==> config.mk <==
export PLATFORM = sky130hd
export DESIGN_NAME = alu_seq_exec
export DESIGN_NICKNAME = d
export VERILOG_FILES = /design/src/rtl/alu_seq_exec.sv
export SDC_FILE = /design/constraint.sdc
export NUM_CORES = 1
export LEC_CHECK = 0
export ABC_AREA = 1
export BUFFER_PORTS_ARGS = -buffer_cell sky130_fd_sc_hd__buf_4
export CELL_PAD_IN_SITES_DETAIL_PLACEMENT = 1
export CELL_PAD_IN_SITES_GLOBAL_PLACEMENT = 1
export CORE_MARGIN = 2
export CORE_UTILIZATION = 35
export CTS_CLUSTER_SIZE = 30
export DETAILED_ROUTE_END_ITERATION = 10
export HOLD_SLACK_MARGIN = 0.12
export PLACE_DENSITY = 0.73
export REMOVE_ABC_BUFFERS = 1
export SLEW_MARGIN = 20
export SYNTH_ARGS = -nofsm -noshare
export SYNTH_HDL_FRONTEND = slang
export SYNTH_SLANG_ARGS = --single-unit
==> constraint.sdc <==
create_clock -name clk -period 2 [get_ports clk]
set_input_delay 0.4 -clock clk [delete_from_list [all_inputs] [get_ports clk]]
set_output_delay 0.4 -clock clk [all_outputs]
set_load 0.02 [all_outputs]
==> src/rtl/alu_seq_exec.sv <==
// alu_seq_exec: executes one decoded ALU op (logic/arith/compare/shift) per valid/ready request.
// Latency: logic/arith/compare/illegal -> out_valid 1 cycle after accept; shift by k -> 2+k cycles.
// Backpressure: single request in flight; in_ready low until the result is taken, outputs frozen while out_ready=0.
// Ports: clk/rst_n (async active-low); in_valid/in_ready with outsel, op_a, op_b;
//        out_valid/out_ready with result, zero, illegal.
module alu_seq_exec #(
  parameter int XLEN    = 32,
  parameter int SHAMT_W = 5
) (
  input  logic            clk,
  input  logic            rst_n,
  input  logic            in_valid,
  output logic            in_ready,
  input  logic [3:0]      outsel,
  input  logic [XLEN-1:0] op_a,
  input  logic [XLEN-1:0] op_b,
  output logic            out_valid,
  input  logic            out_ready,
  output logic [XLEN-1:0] result,
  output logic            zero,
  output logic            illegal
);

  typedef enum logic [1:0] {IDLE, SHIFT, DONE} state_t;

  localparam logic [SHAMT_W-1:0] CNT_ONE = 1;

  state_t              state, state_nxt;
  logic [XLEN-1:0]     shreg;
  logic [SHAMT_W-1:0]  cnt;
  logic [1:0]          sh_kind;   // outsel[1:0] of the shift code: 01 SLL, 10 SRL, 11 SRA
  logic [XLEN-1:0]     res_q;
  logic                zero_q;
  logic                ill_q;

  logic [XLEN-1:0]     alu_res;
  logic                alu_ill;
  logic                is_shift;
  logic                accept;

  // single-cycle datapath; illegal codes yield a zero result
  always_comb begin
    alu_res  = '0;
    alu_ill  = 1'b0;
    is_shift = 1'b0;
    case (outsel)
      4'b0000: alu_res = op_a & op_b;
      4'b0001: alu_res = op_a | op_b;
      4'b0010: alu_res = op_a + op_b;
      4'b0110: alu_res = op_a - op_b;
      4'b1100: alu_res = op_a ^ op_b;
      4'b0111: alu_res = {{(XLEN-1){1'b0}}, ($signed(op_a) < $signed(op_b))};
      4'b1000: alu_res = {{(XLEN-1){1'b0}}, (op_a < op_b)};
      4'b1001, 4'b1010, 4'b1011: is_shift = 1'b1;
      default: alu_ill = 1'b1;
    endcase
  end

  assign accept = in_valid && in_ready;

  // next-state and handshake outputs
  always_comb begin
    state_nxt = state;
    in_ready  = 1'b0;
    out_valid = 1'b0;
    case (state)
      IDLE: begin
        in_ready = 1'b1;
        if (in_valid) state_nxt = is_shift ? SHIFT : DONE;
      end
      SHIFT: begin
        if (cnt == '0) state_nxt = DONE;
      end
      DONE: begin
        out_valid = 1'b1;
        if (out_ready) state_nxt = IDLE;
      end
      default: state_nxt = IDLE;
    endcase
  end

  always_ff @(posedge clk or negedge rst_n) begin
    if (!rst_n) state <= IDLE;
    else        state <= state_nxt;
  end

  always_ff @(posedge clk or negedge rst_n) begin
    if (!rst_n) begin
      shreg   <= '0;
      cnt     <= '0;
      sh_kind <= '0;
      res_q   <= '0;
      zero_q  <= 1'b1;
      ill_q   <= 1'b0;
    end else begin
      if (state == IDLE && accept) begin
        if (is_shift) begin
          shreg   <= op_a;
          cnt     <= op_b[SHAMT_W-1:0];
          sh_kind <= outsel[1:0];
        end else begin
          res_q  <= alu_res;
          zero_q <= (alu_res == '0);
          ill_q  <= alu_ill;
        end
      end else if (state == SHIFT) begin
        if (cnt != '0) begin
          case (sh_kind)
            2'b01:   shreg <= {shreg[XLEN-2:0], 1'b0};
            2'b10:   shreg <= {1'b0, shreg[XLEN-1:1]};
            default: shreg <= {shreg[XLEN-1], shreg[XLEN-1:1]};
          endcase
          cnt <= cnt - CNT_ONE;
        end else begin
          // shifting finished: publish the shift register as the result
          res_q  <= shreg;
          zero_q <= (shreg == '0);
          ill_q  <= 1'b0;
        end
      end
    end
  end

  assign result  = res_q;
  assign zero    = zero_q;
  assign illegal = ill_q;

endmodule

======== Word-level counts from Yosys, hierarchy flattened ========
Cells that the tools add are included.
operators by class
  multipliers ............................. 0
  shift-type cells ........................ 0
  multiplexer cells ....................... 31
  reductions and logical operators ........ 18
  $lt $le $gt $ge ......................... 2
  div/mod/pow operators ................... 0
  equal/unequal tests ..................... 19
  add/sub/neg operators ................... 3
  bitwise logic cells ..................... 3
operators with widths
  kind                                                 number
  two-way mux 32 bit                                   8
  one-hot mux 32 bit (7 select lines)                  1
  logical NOT 32 bit                                   2
  less-than comparator 32 bit                          2
  one-hot mux 32 bit (2 select lines)                  1
  adder 32 bit                                         1
  bitwise AND 32 bit                                   1
  OR 32 bit                                            1
  subtractor 32 bit                                    1
  bitwise XOR 32 bit                                   1
  equality test 4 bit, second input constant           5
  two-way mux 5 bit                                    4
  two-way mux 1 bit                                    12
  != test 2 bit, second input constant                 6
  OR reduction 10 bit                                  1
  AND reduction 3 bit                                  3
  equality test 4 x 3 -> 1 bit, second input constant  2
  two-way mux 2 bit                                    4
  one-hot mux 2 bit (3 select lines)                   1
  logical NOT 5 bit                                    1
  nonzero test 5 bit                                   1
  subtractor 5 x 1 -> 5 bit, second input constant     1
  equality test 2 x 1 -> 1 bit, second input constant  2
  equality test 2 bit, second input constant           2
  10 further kinds                                     12
storage, ports and cells
  input bits .............................. 72
  logic and storage cells ................. 84
  latch bits .............................. 0
  bits in read-only memories .............. 0
  register bits ........................... 75
  output and inout port bits .............. 36
  memories kept ........................... 0
  memory bits (writable) .................. 0

======== Depth between registers and ports, before layout ========
Gate-level depths: netlist (run 1).
  word-level depth ........................ 6
  mapped depth ............................ 22
  mapped depth without buffers ............ 21

======== Worst setup path after synthesis (run 1) ========
Ideal clock, no wire load.
  path type ............................... input to register
  start point ............................. input op_a[0]
  end point ............................... register zero_q (netlist: zero)
  setup time .............................. 0.068 ns
  buffers on the path ..................... 0
  path slack .............................. -0.333 ns
  arrival time ............................ 2.265 ns
  stages .................................. 20
  cell sequence ........................... ha_1 inv_1 fa_1 inv_1 nand3_1 nand2_1 nand2_1 nand2_1 nand2_1 nand2_1 nand2_1 nand3_1 nand3_1 nor2_1 nand2_1 nor2_1 nand3_1 nor2_1 nand2_1 a21oi_2
on the way
  longest elaborated chain between the ends .. 5
RTL lines
  item                                             line  text
  start, declared                                  15    input logic [XLEN-1:0] op_a,
  subtractor 32 bit, or another cell as far along  50    4'b0110: alu_res = op_a - op_b;
  one-hot mux 32 bit (7 select lines) *            46    case (outsel)
  logical NOT 32 bit *                             103   zero_q <= (alu_res == '0);
  two-way mux 1 bit *                              97    if (is_shift) begin
  two-way mux 1 bit *                              96    if (state == IDLE && accept) begin
  end signal, assigned                             103
  end signal, assigned                             117   zero_q <= (shreg == '0);
  end, declared                                    33    logic zero_q;
Every way passes the cells marked *; elsewhere a longest branch is shown, timed or not. The select of a mux whose other input is x is not followed.
A chain may end at the register's enable or synchronous reset.

======== Worst setup path in the final report (run 1) ========
  start point ............................. input op_b[14]
  end point ............................... register zero_q (netlist: zero)
on the way
  longest elaborated chain between the ends .. 5
RTL lines
  item                                             line  text
  start, declared                                  16    input logic [XLEN-1:0] op_b,
  subtractor 32 bit, or another cell as far along  50
  one-hot mux 32 bit (7 select lines) *            46
  logical NOT 32 bit *                             103
  two-way mux 1 bit *                              97
  two-way mux 1 bit *                              96
Marks and branches as above.

==> results.txt, run 1 <==
----------------------------------------------------
[Synth]
  Complex-gate fraction of the synthesized area ... 16.2%
  Mux contribution to synthesized area ... 0%
  Post-synth design cell area ... 10,500 um^2
  Synth top area share ... 17.6%
  Yosys warning total ... 0
  Share of synthesized cell area in and, or, nand and nor gates ... 37.4%
  Distinct cell type count after synthesis ... 46
  Count of flip-flops with a built-in enable after synthesis ... 0
  XOR/XNOR Fraction of Synth Area ... 0.167%
  Top cells by area in the synthesized netlist ... dfrtp_1 18%, nand2_1 17%, ha_1 12%
  Most used DFF post-synth ... dfrtp_1
  Dominant combinational cell family by area after synthesis ... simple AND/OR/NAND/NOR gates
  Fraction of registers with async set or reset after synthesis ... 100%
  Synthesized instance count ... between 1,500 and 2,000
  Arithmetic-cell share of the synthesized area counting full adders, half adders and majority gates ... between 10% and 20%
  Cell accounting for the most synthesized area ... dfrtp_1
  Synth Area per Inst ... 5.76 um^2
  Part of the Yosys area used for sequential elements ... 17.9%
  Number of flip-flops and latches in the synthesized netlist ... 75

[Critical path]
  Flop-to-flop setup slack ... -0.14 ns
  CP max-delay cell ... ha_4
  CP peak stage delay ... around 0.4 ns
  Most numerous cell on the critical path ... nand2_1
  Required time at the endpoint of the critical path ... 2.29 ns
  Worst Path Max Fanout ... 8
  Element type at the critical path start ... primary input
  Endpoint class of the critical path ... flop
  Number of cells traversed by the worst register-to-register path ... 9
  Startpoint of the worst setup timing path ... op_b[14]
  WP buf/inv ... 4
  Worst flop-to-flop path endpoint ... shreg[8]
  Launch instance of the worst register-to-register path ... state[1]
  Ordered cell list for the critical path ... buf_4, inv_2, ha_4, nand2_4, inv_2, nand2_1, nand2_1, inv_2, nand2_2, nand2_2, nand3_2, nand2_1, nand3b_1, nand2_1, nand2_1, nor2_2, nor2_2, nand2_1, nor2_1, nand2_1, a21oi_2
  Worst EP arrival ... approximately 3.1 ns
  Top Family by Delay on Critical Path ... simple AND/OR/NAND/NOR gates
  Type of the setup path with the least slack ... primary input to flop

[GRT]
  Number of global-route vias before repair ... 15,600
  Remaining global-route overflow ... 0
  First-pass GRT wire length ... 87,300 um
  Initial antenna violation count ... 2
  Global Route Usage Sum ... 36.5%
  Largest net degree at the start of global routing ... 88

[Timing]
  Worst clock skew on the final layout ... 0.0132 ns
  Crit share post-route ... 140%
  Final setup violation count ... 37
  Max transition margin ... 61.6%
  Actual transition at the worst max-transition pin ... 0.576 ns
  Min Tclk post-route ... 2.80 ns
  Final Hold Viols ... 0
  Number of max-slew violations in the final report ... 0
  Post-route setup slack ... -0.800 ns
  Hold slack ... 0.228 ns
  Upper clock frequency limit ... 357 MHz
  Setup repair after global routing missed its margin ... true

[Finish]
  Number of standard cells in the final layout excluding fillers ... around 2,700
  Filler Cells Inserted ... 3,807
  Layout Nets ... between 2,000 and 2,500
  Share of cells above drive strength 1 ... ~49%
  Final non-filler cell area ... between 15,000 and 20,000 um^2
  Relative area change from synthesis to final layout ... 70.8%

[Outcome]
  Violations in the final reports ... setup timing
  Status ... finished with violations

[Clocking]
  TritonCTS clock tree ... done
  Clock Path Buffers ... 2
  Number of sinks handled by clock tree synthesis ... 75
  H-tree lvl count ... 3
  Clock latency on the worst-skew pair ... approximately 0.36 ns
  Total CTS buffers ... 9
  Clock slew at reported path FFs ... roughly 0.06 ns
  Cell at the root of the clock tree ... clkbuf_16

[Place]
  Minimum setup slack after placement ... -1.33 ns
  Placed instance area ... 14,400 um^2
  Final HPWL from detailed placement ... 44,200 um
  Routability Congestion ... 0.974
  Cell total after placement ... 2,632
  Number of I/O port buffers ... approximately 110

[Pwr]
  Leakage component of the power ... ~0.0091 uW
  Post-layout total power ... between 10,000 and 15,000 uW
  Power per cell area ... 783 nW/um^2
  Worst ir drop on vdd ... around 1100 uV

[Worst hold path]
  Min-delay src ... out_ready
  Path class of the lowest-slack min-delay path ... primary input to flop
  Number of cells on the worst hold path ... 2
  Terminating pin of the worst hold path ... state[1]

[Route]
  Wire length reported by the detailed router ... 71,900 um
  Antenna Violating Nets Remaining ... 0
  Average wire per cell in the routed design ... 26.6 um
  Count of unresolved DRC violations after routing ... 0
  Number of vias after detailed routing ... 16,400
  Avg Vias per Cell ... 6.06
  Length of the first detailed-routing pass in iterations ... 5
  Initial drt markers ... ~1,700

[Floorplan]
  Boundary pin count ... around 110
  Overall die height ... 177 um
  Starting Density ... 35.5%
  Area of the core region ... 29,600 um^2
  Overall die area ... 31,400 um^2
  Row count ... 63
  Horizontal die dimension ... roughly 180 um

[Run]
  Max_cap viols ... 0

----------------------------------------------------
==> flip-flops by register name, summed over array words and instances, names as in the netlist <==
signal	cells
result	32
illegal	1
zero	1
cnt	5
shreg	32
state	2
sh_kind	2
==> cell usage after synthesis (5+ instances only) <==
master	instances
o22ai_1	39
inv_2	9
nand2_1	489
a31oi_1	10
nor2_2	9
inv_1	335
nor4_1	5
o221ai_1	18
dfrtp_1	74
clkbuf_1	27
a21oi_1	96
nor3_1	21
nand4_1	28
o21ai_0	114
ha_1	103
nor2_1	182
buf_2	25
nand2_2	8
buf_4	12
nand3_1	162
o21bai_1	7
nand3_2	6
==> layout by cell type (no fill, tap or decap), types with 6 or more instances in the layout <==
cell type  count
buf_4        486
nand2_1      331
inv_1        252
nand2_2      133
nor2_1       102
nand3_1       83
inv_2         79
o21ai_0       77
dfrtp_1       74
a21oi_1       62
nand3_2       58
ha_1          55
nor2_2        46
nor2_4        45
buf_6         43
o22ai_1       39
ha_4          34
nand2_4       32
nand4_1       28
nand3_4       27
a21oi_2       25
o21ai_1       22
o221ai_1      18
o21ai_2       15
ha_2          14
a21oi_4       13
inv_4         12
nor3_1        11
buf_12        11
clkbuf_16      9
nor3_2         8
a31oi_1        8
nor3_4         6
==> kinds of logic after synthesis <==
family | Yosys count
adders and majority gates | 105
buffers and inverters | 415
and+or+nand+nor | 924
DFF | 75
AOI/OAI and AO/OA | 301
xor gates and xnor gates | 2
==> metal layers <==
metal / GRT usage (%) / part of all wire, %
met1: 46.7 / 37
met2: 60.3 / 45
met3: 7.39 / 9.8
met4: 13.6 / 8.1
met5: 0 / 0.014
==> stage by stage <==
stage / setup TNS, ns / util [%]
6_report: -9.90 / 60.6
2_1_floorplan: -173.75 / -
3_5_place_dp: -25.29 / 48.8
4_1_cts: -2.84 / 55.6
3_3_place_gp: -23.03 / 48.8
5_1_grt: -12.62 / 60.6
==> worst max path at each step <==
stage                      end  slack [ns]  depth (start not counted)
floorplan           result[16]       -2.60                          8
global placement          zero       -1.26                         21
detailed placement        zero       -1.33                         21
CTS                       zero       -0.41                         21
global route              zero       -0.86                         21
finish                    zero       -0.80                         21
==> cell type report <==
| class | instances | area (um^2) | area share, % |
|---|---|---|---|
| multi-input combinational | 1332 | 9470 | 52.8 |
| timing repair buffer | 544 | 4410 | 24.6 |
| sequential | 75 | 1880 | 10.5 |
| inverter | 346 | 1330 | 7.43 |
| tap | 390 | 488 | 2.72 |
| clock buffer | 10 | 229 | 1.28 |
| clock inverter | 6 | 114 | 0.635 |
| antenna | 2 | 5.00 | 0.0279 |
==> what timing repair did <==
action,4_1_cts,5_1_grt
setup endpoints to repair,34,44
gates cloned,0,0
setup buffers,29,35
gates resized for setup,412,356
pin swaps,99,139
hold endpoints to repair,28,0
hold buffers,1,0
==> power by group <==
part	switching, uW	leakage [uW]	internal (uW)	total (uW)
clock	724	0.000159	1220	1950
sequential	523	0.000934	2230	2750
combinational	5910	0.00802	3430	9340
total	7150	0.00912	6890	14000
Power figures use the tool's default switching activity.
==> inputs of run 2 (changes only) <==
--- a/config.mk
+++ b/config.mk
@@ -6,10 +6,9 @@
 export NUM_CORES = 1
 export LEC_CHECK = 0
 export ABC_AREA = 1
-export BUFFER_PORTS_ARGS = -buffer_cell sky130_fd_sc_hd__buf_4
+export BUFFER_PORTS_ARGS = -buffer_cell sky130_fd_sc_hd__buf_2
 export CELL_PAD_IN_SITES_DETAIL_PLACEMENT = 1
 export CELL_PAD_IN_SITES_GLOBAL_PLACEMENT = 1
-export CORE_MARGIN = 2
 export CORE_UTILIZATION = 35
 export CTS_CLUSTER_SIZE = 30
 export DETAILED_ROUTE_END_ITERATION = 10
==> run 2 against run 1 <==
  * The flow still finishes with violations (setup timing)
  * Routed wire length grew 4.4%
  * Setup slack worse by 0.40 ns
  * Clock power barely moved
  * Critical path depth shrank 2
  * Non-clock buffer count fell by 5
  * Clock-buffer cell count stayed put
  * Sequential power hardly changed
  * Combinational power shrank 3.3%
  * Via count up 2.4%
  * Core utilization shrank 0.43 points
  * Total power is 2.3% lower
  * Flip-flop and latch count unchanged
  * Critical path type unchanged
  * Critical endpoint unchanged
  * Highest routed layer unchanged
==> results.txt, run 2 (synthesis results as in run 1) <==
----------------------------------------------------
[Outcome]
  Status ... finished with violations
  Violations in the final reports ... setup timing

[Place]
  Routability Congestion ... 1.02
  Placed instance area ... 14,100 um^2
  Final HPWL from detailed placement ... 44,200 um
  Number of I/O port buffers ... 107
  Minimum setup slack after placement ... -1.17 ns

[Clocking]
  Number of sinks handled by clock tree synthesis ... 75
  Clock latency on the worst-skew pair ... 0.35 ns
  TritonCTS clock tree ... done
  Cell at the root of the clock tree ... clkbuf_16
  Clock Path Buffers ... 2
  H-tree lvl count ... 3
  Clock slew at reported path FFs ... 0.06 ns
  Total CTS buffers ... 9

[Pwr]
  Worst ir drop on vdd ... 1380 uV
  Power per cell area ... 771 nW/um^2
  Leakage component of the power ... 0.00912 uW

[Floorplan]
  Boundary pin count ... 108
  Area of the core region ... 29,600 um^2
  Overall die area ... just over 30,000 um^2
  Starting Density ... between 30 and 40%
  Row count ... between 60 and 70
  Horizontal die dimension ... 175 um
  Overall die height ... 175 um

[Run]
  Max_cap viols ... 0

[Worst hold path]
  Number of cells on the worst hold path ... 2
  Path class of the lowest-slack min-delay path ... primary input to flop
  Min-delay src ... out_ready
  Terminating pin of the worst hold path ... state[1]

[Critical path]
  Required time at the endpoint of the critical path ... 2.28 ns
  Type of the setup path with the least slack ... primary input to flop
  Worst EP arrival ... ~3.5 ns
  CP max-delay cell ... nor2_1
  Launch instance of the worst register-to-register path ... state[1]
  Number of cells traversed by the worst register-to-register path ... 13
  Flop-to-flop setup slack ... -0.15 ns
  CP peak stage delay ... about 0.49 ns
  Endpoint class of the critical path ... flop
  Ordered cell list for the critical path ... buf_2, inv_2, ha_4, buf_6, nand2_4, nor2_4, inv_2, nor2_2, nand3_2, nand3_4, a21o_1, nand2_1, nand3_1, nand2_1, nor2_1, nand2_1, nor2_2, nand2_1, a21oi_2
  Element type at the critical path start ... primary input
  Worst Path Max Fanout ... 5
  Worst flop-to-flop path endpoint ... zero
  Most numerous cell on the critical path ... nand2_1

[GRT]
  First-pass GRT wire length ... 88,900 um
  Remaining global-route overflow ... 0
  Largest net degree at the start of global routing ... 88
  Global Route Usage Sum ... 37.9%
  Number of global-route vias before repair ... 15,800
  Initial antenna violation count ... 4

[Finish]
  Layout Nets ... 2,480
  Relative area change from synthesis to final layout ... 69.6%
  Share of cells above drive strength 1 ... 49.4%
  Highest-count cells in the layout ignoring fill and taps ... 379 x buf_4, 330 x nand2_1, 242 x inv_1
  End-of-flow core utilization ... 60.2%
  Most frequent standard cell in the layout excluding fill and tap cells ... buf_4
  Final non-filler cell area ... 17,800 um^2

[Timing]
  Crit share post-route ... 160%
  Number of max-slew violations in the final report ... 0
  Max transition margin ... roughly two fifths
  Final Hold Viols ... 0
  Hold slack ... 0.228 ns
  Final TNS setup ... -10.36 ns
  Min Tclk post-route ... 3.20 ns
  Actual transition at the worst max-transition pin ... 0.905 ns
  Upper clock frequency limit ... 313 MHz
  Worst clock skew on the final layout ... about 0.0099 ns
  Setup repair after global routing missed its margin ... true
  Post-route setup slack ... -1.20 ns
  Final setup violation count ... 31

[Route]
  Avg Vias per Cell ... slightly above 6
  Count of unresolved DRC violations after routing ... 0
  Initial drt markers ... 1,776
  Average wire per cell in the routed design ... between 20 and 30 um
  Wire length reported by the detailed router ... 75,100 um
  Antenna Violating Nets Remaining ... 0
  Number of vias after detailed routing ... 16,800
  Length of the first detailed-routing pass in iterations ... 5

----------------------------------------------------
-- run 2: final cells by class --
class,instances,area (um^2)
Fill cell,3825,11800
Multi-Input combinational cell,1332,9490
Timing Repair Buffer,539,4220
Clock inverter,6,111
Inverter,346,1370
Clock buffer,10,239
Tap cell,390,488
Antenna cell,1,2.50
Sequential cell,75,1880
-- run 2: where the power goes --
part	switching [uW]	total (uW)	leakage (uW)	internal (uW)
Sequential	492	2720	0.000934	2230
Clock	712	1970	0.000169	1260
Combinational	5890	9030	0.00802	3140
Total	7090	13700	0.00912	6620
-- run 2: worst max path at each step --
stage,cells past startpoint,end,startpoint,slack (ns)
finish,19,zero,op_a[10],-1.20
global route,18,zero,op_a[16],-1.24
CTS,19,zero,op_b[0],-0.35
detailed placement,21,zero,op_a[0],-1.17
global placement,21,zero,op_a[0],-1.13
floorplan,8,result[16],state[1],-2.60
-- run 2: stage by stage --
step                total power, uW  cells
floorplan                      6310   1753
global placement               9210   2628
detailed placement             9470   2628
CTS                           12200   2673
global route                  14200   2698
finish                        13700   2699
-- run 2: layer usage --
metal / routed length, um / GRT usage, %
met3: 8460 / 5.83
met4: 6980 / 18.2
met5: 10 / 0
met1: 27100 / 49.5
met2: 32500 / 61.0
-- run 2: what timing repair did --
item | in CTS | in global routing
buffers inserted | 29 | 29
pin swaps | 135 | 147
hold buffers | 1 | 0
gates cloned | 0 | 0
endpoints found under the hold margin | 38 | 0
gates resized for setup | 521 | 328
endpoints found under the setup margin | 31 | 44
-- run 2: worst max-delay path, delay by kind of cell --
| kind | cells | cell delay, ns |
|---|---|---|
| compound gates | 2 | 0.30 |
| fa+ha+maj | 1 | 0.33 |
| buf+inv | 4 | 0.46 |
| simple gates | 12 | 1.99 |
